==> src/rtl/speed_ramp_controller_pkg.sv <==
// Shared definitions for the rover drive speed ramp: FSM encodings and default timing.
package speed_ramp_controller_pkg;

  localparam int DEF_SPEED_W         = 4;
  localparam int DEF_STEP_CYCLES     = 1000000;
  localparam int DEF_DEADTIME_CYCLES = 5000000;

  typedef enum logic [1:0] {
    ST_IDLE  = 2'd0,
    ST_RAMP  = 2'd1,
    ST_BRAKE = 2'd2,
    ST_DEAD  = 2'd3
  } state_t;

endpackage

==> src/rtl/speed_ramp_controller_tick.sv <==
// Free-running period counter; pulses tick for one cycle at the terminal count.
module tick_gen
  import speed_ramp_controller_pkg::*;
#(
  parameter int PERIOD = DEF_STEP_CYCLES
) (
  input  logic clock,
  input  logic reset,
  output logic tick
);

  localparam int CW = $clog2(PERIOD);

  logic [CW-1:0] cnt;

  assign tick = (cnt == CW'(PERIOD - 1));

  always_ff @(posedge clock or posedge reset) begin
    if (reset) begin
      cnt <= '0;
    end else if (tick) begin
      cnt <= '0;
    end else begin
      cnt <= cnt + 1'b1;
    end
  end

endmodule

==> src/rtl/speed_ramp_controller.sv <==
// Slews the PWM speed toward the switch target one step per tick, with
// brake / dead-time / flip sequencing on direction reversal.
module speed_ramp_controller
  import speed_ramp_controller_pkg::*;
#(
  parameter int SPEED_W         = DEF_SPEED_W,
  parameter int STEP_CYCLES     = DEF_STEP_CYCLES,
  parameter int DEADTIME_CYCLES = DEF_DEADTIME_CYCLES
) (
  input  logic               clock,
  input  logic               reset,
  input  logic               run,
  input  logic [SPEED_W-1:0] target_speed,
  input  logic               target_dir,
  output logic [SPEED_W-1:0] speed_out,
  output logic               dir_out,
  output logic               pwm_enable,
  output logic               at_target,
  output logic [1:0]         state_out
);

  localparam int DW = $clog2(DEADTIME_CYCLES + 1);
  localparam logic [DW-1:0] DEAD_LOAD = DW'(DEADTIME_CYCLES - 1);

  state_t             state, state_n;
  logic [SPEED_W-1:0] speed_n, eff_speed;
  logic               dir_n, pwm_n, at_target_n, dir_mis, tick;
  logic [DW-1:0]      dead_cnt, dead_n;

  tick_gen #(.PERIOD(STEP_CYCLES)) u_tick (
    .clock (clock),
    .reset (reset),
    .tick  (tick)
  );

  assign eff_speed = run ? target_speed : '0;
  assign dir_mis   = (target_dir != dir_out);
  assign state_out = state;

  always_comb begin
    state_n = state;
    speed_n = speed_out;
    dir_n   = dir_out;
    pwm_n   = pwm_enable;
    dead_n  = dead_cnt;
    case (state)
      ST_IDLE: begin
        speed_n = '0;
        pwm_n   = 1'b0;
        if (eff_speed != '0) begin
          if (dir_mis) begin
            state_n = ST_DEAD;
            dead_n  = DEAD_LOAD;
          end else begin
            state_n = ST_RAMP;
            pwm_n   = 1'b1;
          end
        end
      end
      ST_RAMP: begin
        if (dir_mis && speed_out != '0) begin
          state_n = ST_BRAKE;
        end else if (speed_out == '0 && eff_speed == '0) begin
          state_n = ST_IDLE;
          pwm_n   = 1'b0;
        end else if (speed_out == '0 && dir_mis) begin
          state_n = ST_DEAD;
          pwm_n   = 1'b0;
          dead_n  = DEAD_LOAD;
        end else if (tick) begin
          if (speed_out < eff_speed) begin
            speed_n = speed_out + 1'b1;
          end else if (speed_out > eff_speed) begin
            speed_n = speed_out - 1'b1;
          end
        end
      end
      ST_BRAKE: begin
        if (!dir_mis) begin
          state_n = ST_RAMP;
        end else if (speed_out == '0) begin
          state_n = ST_DEAD;
          pwm_n   = 1'b0;
          dead_n  = DEAD_LOAD;
        end else if (tick) begin
          speed_n = speed_out - 1'b1;
          // PWM drops on the same edge the speed reaches zero
          if (speed_out == SPEED_W'(1)) begin
            state_n = ST_DEAD;
            pwm_n   = 1'b0;
            dead_n  = DEAD_LOAD;
          end
        end
      end
      ST_DEAD: begin
        speed_n = '0;
        pwm_n   = 1'b0;
        if (dead_cnt == '0) begin
          // Flip only if the reversal is still requested at expiry
          if (dir_mis) begin
            dir_n = ~dir_out;
          end
          if (eff_speed != '0) begin
            state_n = ST_RAMP;
            pwm_n   = 1'b1;
          end else begin
            state_n = ST_IDLE;
          end
        end else begin
          dead_n = dead_cnt - 1'b1;
        end
      end
      default: state_n = ST_IDLE;
    endcase
  end

  assign at_target_n = ((state == ST_IDLE) || (state == ST_RAMP)) &&
                       (speed_out == eff_speed) && !dir_mis;

  always_ff @(posedge clock or posedge reset) begin
    if (reset) begin
      state      <= ST_IDLE;
      speed_out  <= '0;
      dir_out    <= 1'b0;
      pwm_enable <= 1'b0;
      at_target  <= 1'b0;
      dead_cnt   <= '0;
    end else begin
      state      <= state_n;
      speed_out  <= speed_n;
      dir_out    <= dir_n;
      pwm_enable <= pwm_n;
      at_target  <= at_target_n;
      dead_cnt   <= dead_n;
    end
  end

endmodule

==> config.mk <==
export PLATFORM = sky130hd
export DESIGN_NAME = speed_ramp_controller
export DESIGN_NICKNAME = d
export VERILOG_FILES = /design/src/rtl/speed_ramp_controller_pkg.sv /design/src/rtl/speed_ramp_controller_tick.sv /design/src/rtl/speed_ramp_controller.sv
export SDC_FILE = /design/constraint.sdc
export NUM_CORES = 1
export LEC_CHECK = 0
export CORE_UTILIZATION = 62
export CTS_CLUSTER_SIZE = 30
export DETAILED_ROUTE_END_ITERATION = 10
export GPL_ROUTABILITY_DRIVEN = 0
export PLACE_DENSITY = 0.79
export SYNTH_ARGS = -nofsm -noshare
export SYNTH_HDL_FRONTEND = slang
export SYNTH_SLANG_ARGS = --single-unit
==> constraint.sdc <==
create_clock -name clock -period 6.75 [get_ports clock]
set_input_delay 1.35 -clock clock [delete_from_list [all_inputs] [get_ports clock]]
set_output_delay 1.35 -clock clock [all_outputs]
set_load 0.01 [all_outputs]
Word level (Yosys, flattened, before mapping)

Index checks and enable logic that the tools add are counted.

Flip-flop bits (word level): 52
Bits in latches: 0
RAM bits: 0
Bits in read-only memories: 0
Input port bits: 8
Logic and storage cells: 106
Memories: 0

Add/subtract/negate cells: 4
Multiply operators: 0
Div/mod/pow operators: 0
$lt $le $gt $ge: 2
Equality and inequality tests: 26
Shift operators: 0
Multiplexer cells: 47
Bitwise logic cells: 1
Reduce and logical (&&, ||, !) cells: 19

Operators with widths:

| cell                                                                  | number |
|---|---|
| 23-bit 2-to-1 mux                                                     | 10 |
| 23-bit one-hot mux with 4 select lines                                | 1 |
| 4-bit 2-to-1 mux                                                      | 10 |
| 2-bit != test (second input constant)                                 | 12 |
| 23-bit logical NOT                                                    | 1 |
| 23-bit by 1-bit subtractor with 23-bit output (second input constant) | 1 |
| 20-bit by 1-bit adder with 20-bit output (second input constant)      | 1 |
| 20-bit == test (second input constant)                                | 1 |
| 2-bit 2-to-1 mux                                                      | 10 |
| 20-bit 2-to-1 mux                                                     | 1 |
| 1-bit 2-to-1 mux                                                      | 12 |
| 3-bit != test (second input constant)                                 | 4 |
| 4-bit != test (second input constant)                                 | 3 |
| 4-bit one-hot mux with 3 select lines                                 | 1 |
| 5-bit AND reduction                                                   | 2 |
| 9-bit AND reduction                                                   | 1 |
| 4-bit logical NOT                                                     | 2 |
| 2-bit one-hot mux with 4 select lines                                 | 1 |
| 8-bit AND reduction                                                   | 1 |
| 4-bit nonzero test                                                    | 2 |
| 1-bit logical AND                                                     | 5 |
| 4-bit by 1-bit adder with 4-bit output (second input constant)        | 1 |
| 2-bit == test (second input constant)                                 | 2 |
| 4-bit by 1-bit == test with 1-bit output (second input constant)      | 1 |
| other kinds (13)                                                      | 13 |

Depth between registers and ports, before layout

Gate-level depths: netlist of run 1.

Depth in word-level cells: 9
Mapped depth: 9
Depth with buffers taken out: 7

Hierarchy

Synthesis of run 1 repeated with hierarchy kept, for this count alone.

Cells, all modules: 356
Area, all modules: 3255.6 µm²

Modules (own cells, without submodules):

| module                | times used | cells an instance | area each (µm²) |
|---|---|---|---|
| speed_ramp_controller | 1          | 260               | 2285.9 |
| tick_gen              | 1          | 96                | 969.7 |

Worst setup path before layout of run 1

Ideal clock, no wire load.

Path kind: input to register
From: input target_dir
To: register dead_cnt[7]
Setup time: 0.126 ns
Data arrival time: 3.008 ns
Path slack: 3.616 ns
Stages: 6
Path buffers: 1
Path through: xor2_1 o211ai_1 o311ai_2 nand3_2 buf_6 a221o_1

Longest elaborated chain between the ends: 4

Ends and longest elaborated chain:

| item                                        | RTL line                                                 | text |
|---|---|---|
| start: declaration                          | speed_ramp_controller.sv:14                              | `input logic target_dir,` |
| 1-bit != test (*)                           | speed_ramp_controller.sv:37                              | `assign dir_mis = (target_dir != dir_out);` |
| 1-bit logical AND, on equally long branches | speed_ramp_controller.sv:66, speed_ramp_controller.sv:61 |  |
| 2-bit != test (no line)                     | n/a                                                      |  |
| 9-bit AND reduction (no line) (*)           | n/a                                                      |  |
| end signal: assignment                      | speed_ramp_controller.sv:134                             | `dead_cnt <= dead_n;` |
| end: declaration                            | speed_ramp_controller.sv:28                              | `logic [DW-1:0] dead_cnt, dead_n;` |

Mark *: on every way between the ends. The rest lies on a longest branch, timed or not.
A chain may end at the register's enable or synchronous reset.

Worst setup path after layout of run 1

Same ends and word-level chain as after synthesis.

==> qor.yml, run 1 <==
synth:
  syn_avg_cell_area_um2: 9.23
  async_flop_share: 1.00
  synthAdderAreaFrac: 0.0482
  synthCells: 366
  yosys_warnings: 0
  synth-compound-area-share: 0.189
  synth-xor-area-share: 0.0467
  synth_mux_area_frac: 0.0185
  synth_edf_count: 0
  ys_ff_latch: 52
  synthFlopType: "dfrtp_1"
  netlist_area_um2: 3380
  synth_top_family_by_area: "simple AND/OR/NAND/NOR gates"
  synthDistinctLibCells: 65
  synth.yosys.seq_area_share: 0.385
  syn-num-nets: 387
  synth-simple-area-share: 0.277
setup_path:
  critical_path_required_ps: 6940
  worstPathMaxFanout: 14
  critPathMaxStageDelay_ps: 580
  cp-start-kind: "input pin"
  crit_chain: "clkdlybuf4s50_1, xor2_1, o211ai_1, o311ai_2, nand3_2, a221o_1"
  worstRegToRegCells: 7
  cp_slowest_cell: "o311ai_2"
  worst-setup-path-type: "in2reg"
  cp-end-kind: "flop"
  crit_arrival_ps: 4010
sta:
  max_freq_ghz: 0.262
  timing.final.crit_share: 0.566
  tightest_slew_ps: 1060
  slew-limit-headroom: 0.294
  grt_setup_unrepaired: "false"
  hold_viol_final: 0
  tns_ps: 0
  setup_violations: 0
  min_period_ps: 3820
  drv_slew: 0
  final.setup_skew_ps: 9.55
cts:
  clkSinkCount: 52
  clk_path_buf_depth: 2
  clkLatencyLatePin_ps: 310
  post-cts-setup-buffer-count: 0
  cts_root_buf: "clkbuf_8"
  cts_made_buffers: 5
  cts_htree_levels: 2
  cts_tree: "done"
  ctsResizeCount: 0
  clk_pin_slew_ps: 100
  hold_buffers: 0
floorplanning:
  rows: 26
  die_w_um: 75.8
  pin_count: 17
  initial_core_util: 0.653
  die-area_um2: 5750
  chipHeight_um: 75.8
  core-area_um2: 5170
pwr:
  p_switching_mw: 0.123
  peakVddDrop_uv: 161
  comb_power_share: 0.044
  power_frac_seq: 0.600
  power_mw: 0.519
  power_leakage_nw: 1.54
  power.share.switching: 0.237
  intPower_mw: 0.396
  power_density_nw_per_um2: 141
  clock_power_share: 0.356
route:
  vias: 2954
  ant_nets: 0
  drtIter0Drc: 324
  drc: 0
  vias_per_cell: 6.58
  first_pass_iters: 5
  wl_um: 7300
  wl_per_cell_um: 16.3
cells_and_area:
  drive_gt1_frac: 0.0765
  final_cell_area_um2: 3680
  fin_nets: 399
  post-route-util: 0.711
  diodes: 0
  syn_to_final_growth_pct: 8.89
grt:
  grt_util_all_layers: 0.270
  grt.overflow.total: 0
  grt_pass1_vias: 2546
  antenna_found_initial: 0
  grt_max_degree: 53
  grt_pass1_wl_um: 11800
placement:
  io_buffers: 16
  placed_area_um2: 3580
  place_hpwl_um: 4960
min_path:
  hold_depth: 1
  min_path_type: "reg2reg"
flow_run:
  drv_cap: 0
outcome:
  status: "finished, final reports clean"
## cells in the mapped netlist (all sizes together), types with 7 or more instances
cell type,n,area (um2)
nor4,9,62.6
and3,10,62.6
nand2,26,97.6
ha,13,163
nor3b,7,57.6
a21oi,11,55.1
nand2b,8,50.1
o21ai,12,60.1
dfrtp,52,1300
nor3,9,50.1
xor2,7,61.3
o31ai,9,67.6
nand3,20,105
o311ai,8,77.6
inv,16,60.1
xnor2,11,96.3
clkbuf,10,37.5
nor2,30,113
a41oi,7,61.3
## worst paths after layout
| kind | slack, ps | from | to |
|---|---|---|---|
| worst max-delay path | 2930 | target_dir | dead_cnt[7] |
| worst min-delay path | 460 | u_tick.cnt[0] | u_tick.cnt[0] |
| worst max register to register | 3520 | speed_out[0] | dead_cnt[7] |
| worst min register to register | 460 | u_tick.cnt[0] | u_tick.cnt[0] |
| max in group asynchronous | 4490 | reset | dead_cnt[8] |
| min in group asynchronous | 1610 | reset | u_tick.cnt[0] |
## sequential cells by signal, summed over array words and instances (netlist names)
| register | flops |
|---|---|
| at_target | 1 |
| dead_cnt | 23 |
| dir_out | 1 |
| pwm_enable | 1 |
| speed_out | 4 |
| state_out | 2 |
| u_tick.cnt | 20 |
## placed cells by master (no fill, tap or decap), types with 3 or more instances in the layout
master | synthesis | routed
a21oi_1 | 11 | 11
a22oi_1 | 3 | 3
a311oi_1 | 3 | 3
a31oi_1 | 6 | 6
a41oi_1 | 7 | 7
and2_1 | 4 | 4
and3_1 | 10 | 10
and4_1 | 3 | 3
clkbuf_8 | 0 | 5
clkdlybuf4s50_1 | 0 | 16
dfrtp_1 | 52 | 52
ha_1 | 13 | 13
inv_1 | 16 | 15
mux2i_1 | 4 | 4
nand2_1 | 26 | 26
nand2b_1 | 8 | 8
nand3_1 | 19 | 19
nand4_1 | 4 | 4
nand4b_1 | 3 | 3
nor2_1 | 30 | 30
nor2b_1 | 4 | 4
nor3_1 | 8 | 8
nor3b_1 | 6 | 6
nor4_1 | 8 | 8
o211ai_1 | 6 | 6
o21ai_0 | 12 | 12
o311ai_0 | 6 | 6
o31ai_1 | 9 | 9
or2_2 | 3 | 3
or3_1 | 6 | 6
xnor2_1 | 11 | 11
xor2_1 | 7 | 7
## power by group through the flow
| stage | Clock [mW] | Sequential, mW | Combinational [mW] |
|---|---|---|---|
| finish | 0.185 | 0.311 | 0.0231 |
| global route | 0.204 | 0.311 | 0.0265 |
| CTS | 0.190 | 0.311 | 0.0235 |
| detailed placement | 0 | 0.317 | 0.0234 |
| global placement | 0 | 0.317 | 0.0231 |
| floorplan | 0 | 0.317 | 0.0140 |
## metrics by stage
step                cells  hold slack, ps  setup slack (ps)
floorplan             366             424              3620
global placement      441             439              2740
detailed placement    441             447              2670
CTS                   449             465              2950
global route          449             484              2710
finish                449             462              2930
## critical path: cells and delay by family
kind | cells | cell delay (ps)
AND/OR/NAND/NOR | 1 | 410
buffers and inverters | 1 | 530
XOR/XNOR | 1 | 450
AO/OA/AOI/OAI | 3 | 1280
## metal layers
metal	global-route usage	vias up	wire, um
li1	-	1424	-
met1	0.391	1416	3540
met5	0	-	0
met4	0.0926	0	112
met3	0.0423	14	346
met2	0.412	100	3300
## cell families (layout without fill, tap and decap cells)
| logic type | after synthesis | after routing |
|---|---|---|
| AO/OA/AOI/OAI | 86 | 86 |
| XOR/XNOR | 18 | 18 |
| adder cells (fa/ha/maj) | 13 | 13 |
| buffers and inverters | 29 | 42 |
| flip-flops | 52 | 52 |
| multiplexers | 6 | 6 |
| AND/OR/NAND/NOR | 162 | 162 |
## final cells by class
cell class	count	area (um2)
clock buffer	5	68.8
tap	70	87.6
inverter	16	60.1
timing repair buffer	18	175
sequential	52	1300
fill	390	1500
clock inverter	3	27.5
multi-input combinational	285	1960
(Power assumes the default switching activity.)
==> inputs of run 2 (changes only) <==
--- a/config.mk
+++ b/config.mk
@@ -5,11 +5,11 @@
 export SDC_FILE = /design/constraint.sdc
 export NUM_CORES = 1
 export LEC_CHECK = 0
-export CORE_UTILIZATION = 62
+export CORE_UTILIZATION = 55
 export CTS_CLUSTER_SIZE = 30
 export DETAILED_ROUTE_END_ITERATION = 10
 export GPL_ROUTABILITY_DRIVEN = 0
-export PLACE_DENSITY = 0.79
+export PLACE_DENSITY = 0.74
 export SYNTH_ARGS = -nofsm -noshare
 export SYNTH_HDL_FRONTEND = slang
 export SYNTH_SLANG_ARGS = --single-unit
==> constraint.sdc (replaced) <==
create_clock -name clock -period 3.5 [get_ports clock]
set_input_delay 0.7 -clock clock [delete_from_list [all_inputs] [get_ports clock]]
set_output_delay 0.7 -clock clock [all_outputs]
set_load 0.01 [all_outputs]
==> run 2 against run 1 <==
Against the previous run: sequential share of layout area is 1.0 points lower; sequential power increased by 93%; via count shrank 0.54%; critical path depth rose by 2; power is 110% higher.
==> qor.yml, run 2 (synthesis results as in run 1) <==
sta:
  finalWorstSetupSlack_ps: 507
  max_freq_ghz: 0.334
  timing.final.crit_share: 0.855
  slew-limit-headroom: 0.563
  tns_ps: 0
  final.setup_skew_ps: 3.33
  hold_viol_final: 0
  drv_slew: 0
  tightest_slew_ps: 655
  min_period_ps: 2990
  grt_setup_unrepaired: "false"
  setup_violations: 0
  whs_ps: 470
cts:
  ctsResizeCount: 0
  clkSinkCount: 52
  clkLatencyLatePin_ps: 310
  cts_made_buffers: 5
  cts_root_buf: "clkbuf_8"
  cts_htree_levels: 2
  hold_buffers: 0
  post-cts-setup-buffer-count: 0
  clk_path_buf_depth: 2
  clk_pin_slew_ps: 100
  cts_tree: "done"
pwr:
  power_density_nw_per_um2: 283
  peakVddDrop_uv: 207
  power_leakage_nw: 1.60
min_path:
  min_path_type: "reg2reg"
  hold_depth: 1
setup_path:
  worst-path-buf-inv: 1
  worst-setup-path-type: "in2reg"
  worstRegToRegCells: 5
  crit_arrival_ps: 3210
  critical_path_required_ps: 3720
  cp-end-kind: "flop"
  worstPathMaxFanout: 6
  crit_chain: "clkdlybuf4s50_1, nand2_1, ha_1, or4b_2, a21oi_1, a21oi_1, o21ai_0, mux2i_1"
  cp-start-kind: "input pin"
  critical-path-top-delay-family: "simple AND/OR/NAND/NOR gates"
  path_common_cell: "a21oi_1"
  worst-path-stages: 8
  critPathMaxStageDelay_ps: 670
  cp_slowest_cell: "or4b_2"
route:
  first_pass_iters: 5
  wl_per_cell_um: 15.7
  drtIter0Drc: 191
  drc: 0
  wl_um: 7300
  ant_nets: 0
  vias_per_cell: 6.32
  vias: 2938
placement:
  io_buffers: 16
  dp.cells: 457
  place_ws_ps: 214
  place_hpwl_um: 5070
cells_and_area:
  largest_reg_flops: 23
  fin_cells: 465
  syn_to_final_growth_pct: 12.1
  drive_gt1_frac: 0.103
  diodes: 0
  top_register: "dead_cnt"
  top_regs: "dead_cnt (23), u_tick.cnt (20), speed_out (4)"
  final_cell_mix: "dfrtp_1 (52), nor2_1 (30), nand2_1 (26)"
  layout_commonest_cell: "dfrtp_1"
  fin_nets: 410
  fillCellCount: 498
grt:
  grt_use_met2: 0.362
  grtUsageMet1: 0.338
  antenna_found_initial: 0
  grt_pass1_wl_um: 12100
  grt_pass1_vias: 2593
  grt_max_degree: 34
  use_met3: 0.0455
  top_usage_layer: "met2"
  grt.overflow.total: 0
  grt_util_all_layers: 0.238
floorplanning:
  pin_count: 17
  rows: 28
  die-area_um2: 6460
  core-area_um2: 5920
  die_w_um: 80.4
  chipHeight_um: 80.4
  initial_core_util: 0.570
flow_run:
  drv_cap: 0
outcome:
  status: "finished, final reports clean"
[run 2: report_power, final]
| part | switching [mW] | internal (mW) | leakage (nW) | total, mW |
|---|---|---|---|---|
| Combinational | 0.0294 | 0.0190 | 0.926 | 0.0485 |
| Clock | 0.208 | 0.216 | 0.0548 | 0.424 |
| Sequential | 0 | 0.600 | 0.619 | 0.600 |
[run 2: per-stage QoR]
stage          utilization  power [mW]  area (um2)
2_1_floorplan            -       0.639        3380
3_3_place_gp         0.620       0.660        3670
3_5_place_dp         0.620       0.661        3670
4_1_cts              0.639        1.09        3780
5_1_grt              0.639        1.12        3780
6_report             0.639        1.07        3780
[run 2: worst paths after layout]
check	endpoint	slack [ps]	from
setup / recovery	speed_out[1]	510	run
max in group asynchronous	dead_cnt[11]	2260	reset
hold / removal	u_tick.cnt[0]	470	u_tick.cnt[0]
setup reg to reg	dead_cnt[16]	740	dead_cnt[17]
min in group asynchronous	u_tick.cnt[0]	630	reset
hold reg to reg	u_tick.cnt[0]	470	u_tick.cnt[0]
[run 2: layer usage]
layer / wire [um] / up-vias
met2: 3290 / 101
met3: 331 / 6
met1: 3630 / 1393
li1: - / 1438
met5: 0 / -
met4: 50 / 0
[run 2: final cells by class]
type,count,area (um2),area share
well taps,75,93.8,0.0248
clock inverters,3,46.3,0.0122
repair buffers,29,258,0.0681
inverters,16,60.1,0.0159
flip-flops and latches,52,1300,0.344
multi-input cells,285,1960,0.517
clock buffers,5,68.8,0.0182
[run 2: worst register-to-register path, cell delays in order, from the launching register on]
cell	delay, ps
dfrtp_1	420
or4_4	560
or4_4	470
or4b_1	690
nand3_2	300
o311ai_0	190
==> patch 1 (config.mk and constraints of run 2) <==
Register the inputs `run`, `target_speed` and `target_dir` before use, cleared by the reset. The logic sees them one clock later.
--- a/src/rtl/speed_ramp_controller.sv
+++ b/src/rtl/speed_ramp_controller.sv
@@ -22,6 +22,22 @@
   localparam int DW = $clog2(DEADTIME_CYCLES + 1);
   localparam logic [DW-1:0] DEAD_LOAD = DW'(DEADTIME_CYCLES - 1);
 
+  logic run_q;
+  logic [SPEED_W-1:0] target_speed_q;
+  logic target_dir_q;
+
+  always_ff @(posedge clock or posedge reset) begin
+    if (reset) begin
+      run_q          <= '0;
+      target_speed_q <= '0;
+      target_dir_q   <= '0;
+    end else begin
+      run_q          <= run;
+      target_speed_q <= target_speed;
+      target_dir_q   <= target_dir;
+    end
+  end
+
   state_t             state, state_n;
   logic [SPEED_W-1:0] speed_n, eff_speed;
   logic               dir_n, pwm_n, at_target_n, dir_mis, tick;
@@ -33,8 +49,8 @@
     .tick  (tick)
   );
 
-  assign eff_speed = run ? target_speed : '0;
-  assign dir_mis   = (target_dir != dir_out);
+  assign eff_speed = run_q ? target_speed_q : '0;
+  assign dir_mis   = (target_dir_q != dir_out);
   assign state_out = state;
 
   always_comb begin
Formal check against the unedited RTL: not equivalent (Yosys sat finds a counterexample within 4 cycles, from zero or initial values and one cycle with reset high).
==> patch 1 against run 2 <==
- fmax grew 2.5%
- routed wire length shrank 5.1%
- sequential cell count grew 6
- sequential share of layout area grew 4.5 points
- count of clock-buffer cells in the layout grew 7
- critical path depth shrank 2
- synthesized area shrank 2.1%
- utilization grew 2.3 points
- final area shrank 1.3%
- setup slack gained 0.074 ns
- clock skew grew 0.0053 ns
Power is not compared: it rests on default switching activity, and its combinational part moved more than twofold at a synthesized area within 25%.
==> patch 1: results (changes against run 2) <==
GRT
  – Largest net degree at the start of global routing: 38 (+12%)
  – First-pass GRT wire length: 12100 microns (+0.23%)
  – Initial antenna violation count: 0 (unchanged)
  – All-Layer GR Usage: 0.249 (+0.0111)
  – Vias in the first global route: 2587 (-0.23%)

Timing
  – Slew headroom: 0.509 (-0.0538)
  – Clock Skews: 0.00859 ns (+0.00527 ns)

Routing
  – Routed wirelength normalized by instance count: 15.3 microns (-2.3%)
  – Initial DRC Count: 169 (-12%)
  – Avg Vias per Cell: 6.15 (-2.7%)
  – First-pass DRT Iterations: 5 (unchanged)

Clock tree
  – Post-cts resize count: 0 (unchanged)
  – CTS Root Cell: clkbuf_8
  – H-tree depth: 3 (+1)
  – Worst-Skew Late Latency: 0.35 ns (+0.04 ns)
  – Clk slew on worst S/H paths: 0.06 ns (-0.04 ns)
  – Clock buffer count from CTS: 9 (+4)
  – Longest Clk Path Bufs: 2 (unchanged)

Critical path
  – Max incr delay on CP: 0.65 ns (-0.02 ns)
  – Reg2Reg Setup Slack: 0.58 ns (-0.16 ns)
  – Worst reg2reg startpoint: dead_cnt[16]
  – FF-to-FF path depth: 6 (+1)
  – Worst reg2reg endpoint: dead_cnt[10]
  – Worst path slowest cell: or3_1
  – Crit Path Max Fanout: 15 (+9)

Placed design
  – IO buf count: 16 (unchanged)
  – Pre-CTS setup slack: 0.604 ns (+0.390 ns)
  – DP Wirelength: 4710 microns (-7.2%)

Logic synthesis
  – Number of synthesized flops with an enable pin: 0 (unchanged)
  – Yosys cell types: 56 (-14%)
  – Largest cells by area after synthesis: dfrtp_1, ha_1, nor2_1
  – Ys Warns: 0 (unchanged)
  – Mapped Nets: 375 (-3.1%)
  – FFs w/ async S/R, synth: 1.00 (unchanged)
  – Part of the Yosys area used for sequential elements: 0.439 (+0.0536)
  – Post-synth top cells: dfrtp_1, nor2_1, nand2_1

Cells and area
  – Antenna Cells: 0 (unchanged)
  – Nets: 397 (-3.2%)
  – Synth-to-Final Area Change: 13.0%
  – Layout cells sized above 1: 0.0947 (-0.00783)
  – Biggest regs: dead_cnt: 23 flops, u_tick.cnt: 20 flops

Hold path
  – Worst Hold Class: register to register
  – Min-delay src: u_tick.cnt[4]
  – Min-Delay Endpoint: u_tick.cnt[4]

Status
  – Status: completed
patch 1: critical path, delay by kind of cell, from the launching register on:
kind | cells | cell delay (ns)
DFF | 1 | 0.41
AOI/OAI and AO/OA | 1 | 0.35
and+or+nand+nor | 5 | 2.03
patch 1: how the worst max path moves through the flow:
stage / start / to / slack [ns] / cells past startpoint
final: dead_cnt[16] / dead_cnt[10] / 0.58 / 6
after global placement: dead_cnt[16] / dead_cnt[10] / 0.65 / 6
after floorplan: dead_cnt[16] / dead_cnt[6] / 1.01 / 9
after detailed placement: dead_cnt[16] / dead_cnt[10] / 0.60 / 6
after CTS: dead_cnt[16] / dead_cnt[10] / 0.60 / 6
after global routing: dead_cnt[0] / dead_cnt[10] / 0.40 / 9
patch 1: layer usage:
| layer | share of wire | up-vias | track usage |
|---|---|---|---|
| li1 | - | 1348 | - |
| met1 | 0.49 | 1339 | 0.359 |
| met2 | 0.44 | 81 | 0.363 |
| met3 | 0.054 | 12 | 0.0446 |
| met4 | 0.018 | 0 | 0.109 |
| met5 | 0 | - | 0 |
patch 1: cell families after synthesis:
| group | share of synthesized area |
|---|---|
| flip-flops | 0.439 |
| adder cells (fa/ha/maj) | 0.0492 |
| XOR/XNOR | 0.0477 |
| AND/OR/NAND/NOR | 0.275 |
| AO/OA/AOI/OAI | 0.149 |
| buffers and inverters | 0.0272 |
| multiplexers | 0.0125 |
patch 1: final cells by class:
class	count	area, sq um
multi-input cells	275	1770
repair buffers	25	228
well taps	72	90.1
flip-flops and latches	58	1450
fillers	443	1900
inverters	7	26.3
clock buffers	12	155
clock inverters	3	15.0
patch 1: report_power, final:
group	total, mW	leakage [nW]	internal [mW]	switching [mW]
Sequential	0.816	0.705	0.728	0.0880
Clock	0.553	0.0920	0.288	0.265
Combinational	1.02	0.733	0.423	0.594
Total	2.39	1.53	1.44	0.947
patch 1: through the flow:
step	instances	total power, mW	instance area [sq um]	utilization	hold WS, ns
6_report	452	2.39	3740	0.662	0.472
5_1_grt	452	2.57	3740	0.662	0.498
4_1_cts	452	2.39	3740	0.662	0.472
3_5_place_dp	437	1.84	3570	0.632	0.462
3_3_place_gp	437	1.82	3570	0.632	0.457
2_1_floorplan	354	1.56	3310	-	0.437
==> patch 2 (flow settings as in run 2) <==
Made on the original files. The package constant `DEF_STEP_CYCLES` goes from 1000000 to 250000.
--- a/src/rtl/speed_ramp_controller_pkg.sv
+++ b/src/rtl/speed_ramp_controller_pkg.sv
@@ -2,7 +2,7 @@
 package speed_ramp_controller_pkg;
 
   localparam int DEF_SPEED_W         = 4;
-  localparam int DEF_STEP_CYCLES     = 1000000;
+  localparam int DEF_STEP_CYCLES     = 250000;
   localparam int DEF_DEADTIME_CYCLES = 5000000;
 
   typedef enum logic [1:0] {
Formal check against the unedited RTL: same outputs for any inputs over 10 cycles, from zero or initial values and one cycle with reset high; that may be too few to reach the edited logic, so the function may still have changed.
==> patch 2 against run 2 <==
- count of clock-buffer cells in the layout up 1
- setup slack improved by 0.25 ns
- routed wire length decreased by 7.4%
- clock skew grew 0.0041 ns
- sequential cell count down 2
- synthesized area decreased by 5.9%
- non-clock buffer count fell by 9
- final area decreased by 7.3%
- hold slack improved by 0.00055 ns
Power is not compared: it rests on default switching activity, and its combinational part moved more than twofold at a synthesized area within 25%.
==> patch 2: results (changes against run 2) <==
Placed design
  – Placed cell areas: 3400 sq um (-7.4%)
  – Placed cell count: 424 (-7.2%)
  – DP Wirelength: 4650 microns (-8.2%)
  – Pre-CTS setup slack: 0.479 ns (+0.265 ns)

Critical path
  – Largest delay contributor family on the critical path: compound AO/OA/AOI/OAI gates
  – Worst reg2reg endpoint: dead_cnt[20]
  – Max incr delay on CP: 0.58 ns (-0.09 ns)
  – Crit Path Max Fanout: 24 (+18)
  – Worst path slowest cell: clkdlybuf4s50_1
  – Reg2Reg Setup Slack: 0.84 ns (+0.10 ns)
  – CP arrival: 2.94 ns (-0.27 ns)
  – FF-to-FF path depth: 8 (+3)

Logic synthesis
  – Part of the Yosys area used for sequential elements: 0.394 (+0.00822)
  – Post-synthesis area per instance: 9.22 sq um (-0.12%)
  – Yosys cell types: 66 (+1.5%)
  – Post-synth top cells: dfrtp_1, nand2_1, nor2_1
  – Mapped Nets: 367 (-5.2%)

Timing
  – Worst-margin pin slew: 1.02 ns (+0.364 ns)
  – Clock Skews: 0.00746 ns (+0.00414 ns)
  – Final Hold Slack: 0.470 ns (+0.000554 ns)

GRT
  – Largest net degree at the start of global routing: 51 (+50%)
  – All-Layer GR Usage: 0.241 (+0.00299)
  – Met3 usage: 0.0395 (-0.00592)
  – First-pass GRT wire length: 11600 microns (-4.0%)
  – Vias in the first global route: 2473 (-4.6%)
  – Met1 Use GR: 0.326 (-0.0121)

Routing
  – First-pass DRT Iterations: 4 (-1)
  – Drt total wl: 6770 microns (-7.4%)
  – Avg Vias per Cell: 6.17 (-2.4%)
  – Via count: 2665 (-9.3%)

Cells and area
  – Post-Route Utilization: 0.633 (-0.00602)
  – Layout cells sized above 1: 0.0778 (-0.0248)
  – Layout fillers: 479 (-3.8%)
  – Biggest regs: dead_cnt: 23 flops, u_tick.cnt: 18 flops, speed_out: 4 flops

Clock tree
  – Clock buffer count from CTS: 5 (unchanged)

Status
  – Status: completed
[patch 2: cell count changes in the layout (fill, tap and decap cells not counted), moves of 5 or more]
cell      before  now
buf_4         13    4
nand2_1       26   37
o31ai_1        9    4
a41oi_1        7    0
and3_1        10    4
nor3b_1        6    0
or3_1          6    0
o311ai_0       6    1
nand4_1        4   11
[patch 2: area by class of cell]
cell class | instances | area share
flip-flops and latches | 50 | 0.357
clock buffers | 6 | 0.0207
multi-input cells | 270 | 0.519
repair buffers | 20 | 0.0542
clock inverters | 2 | 0.0107
well taps | 72 | 0.0257
inverters | 12 | 0.0128
[patch 2: report_power, final]
part	internal, mW	switching (mW)
Sequential	0.679	0.155
Clock	0.214	0.205
Combinational	0.466	0.716
Total	1.36	1.08
[patch 2: how the worst max path moves through the flow]
| stage | startpoint | to | slack (ns) | cells past startpoint |
|---|---|---|---|---|
| after global routing | speed_out[0] | dead_cnt[20] | 0.56 | 8 |
| after CTS | target_dir | dead_cnt[20] | 0.81 | 7 |
| after global placement | target_dir | dead_cnt[20] | 0.55 | 7 |
| after detailed placement | target_dir | dead_cnt[20] | 0.48 | 7 |
| final | target_dir | dead_cnt[20] | 0.76 | 7 |
| after floorplan | target_speed[0] | speed_out[2] | 1.28 | 6 |
[patch 2: cell families (layout without fill, tap and decap cells)]
kind of cell / count (synthesis) / in the layout / share of synthesized area
and+or+nand+nor: 165 / 165 / 0.284
AOI/OAI and AO/OA: 68 / 68 / 0.165
DFF: 50 / 50 / 0.394
buffers and inverters: 25 / 40 / 0.0335
xor gates and xnor gates: 18 / 18 / 0.0520
adders and majority gates: 14 / 14 / 0.0551
muxes: 5 / 5 / 0.0173
[patch 2: routing by layer]
metal  wire [microns]  part of all wire
met1             3180              0.47
met2             3250              0.48
met3              266             0.039
met4               63            0.0093
met5                0                 0
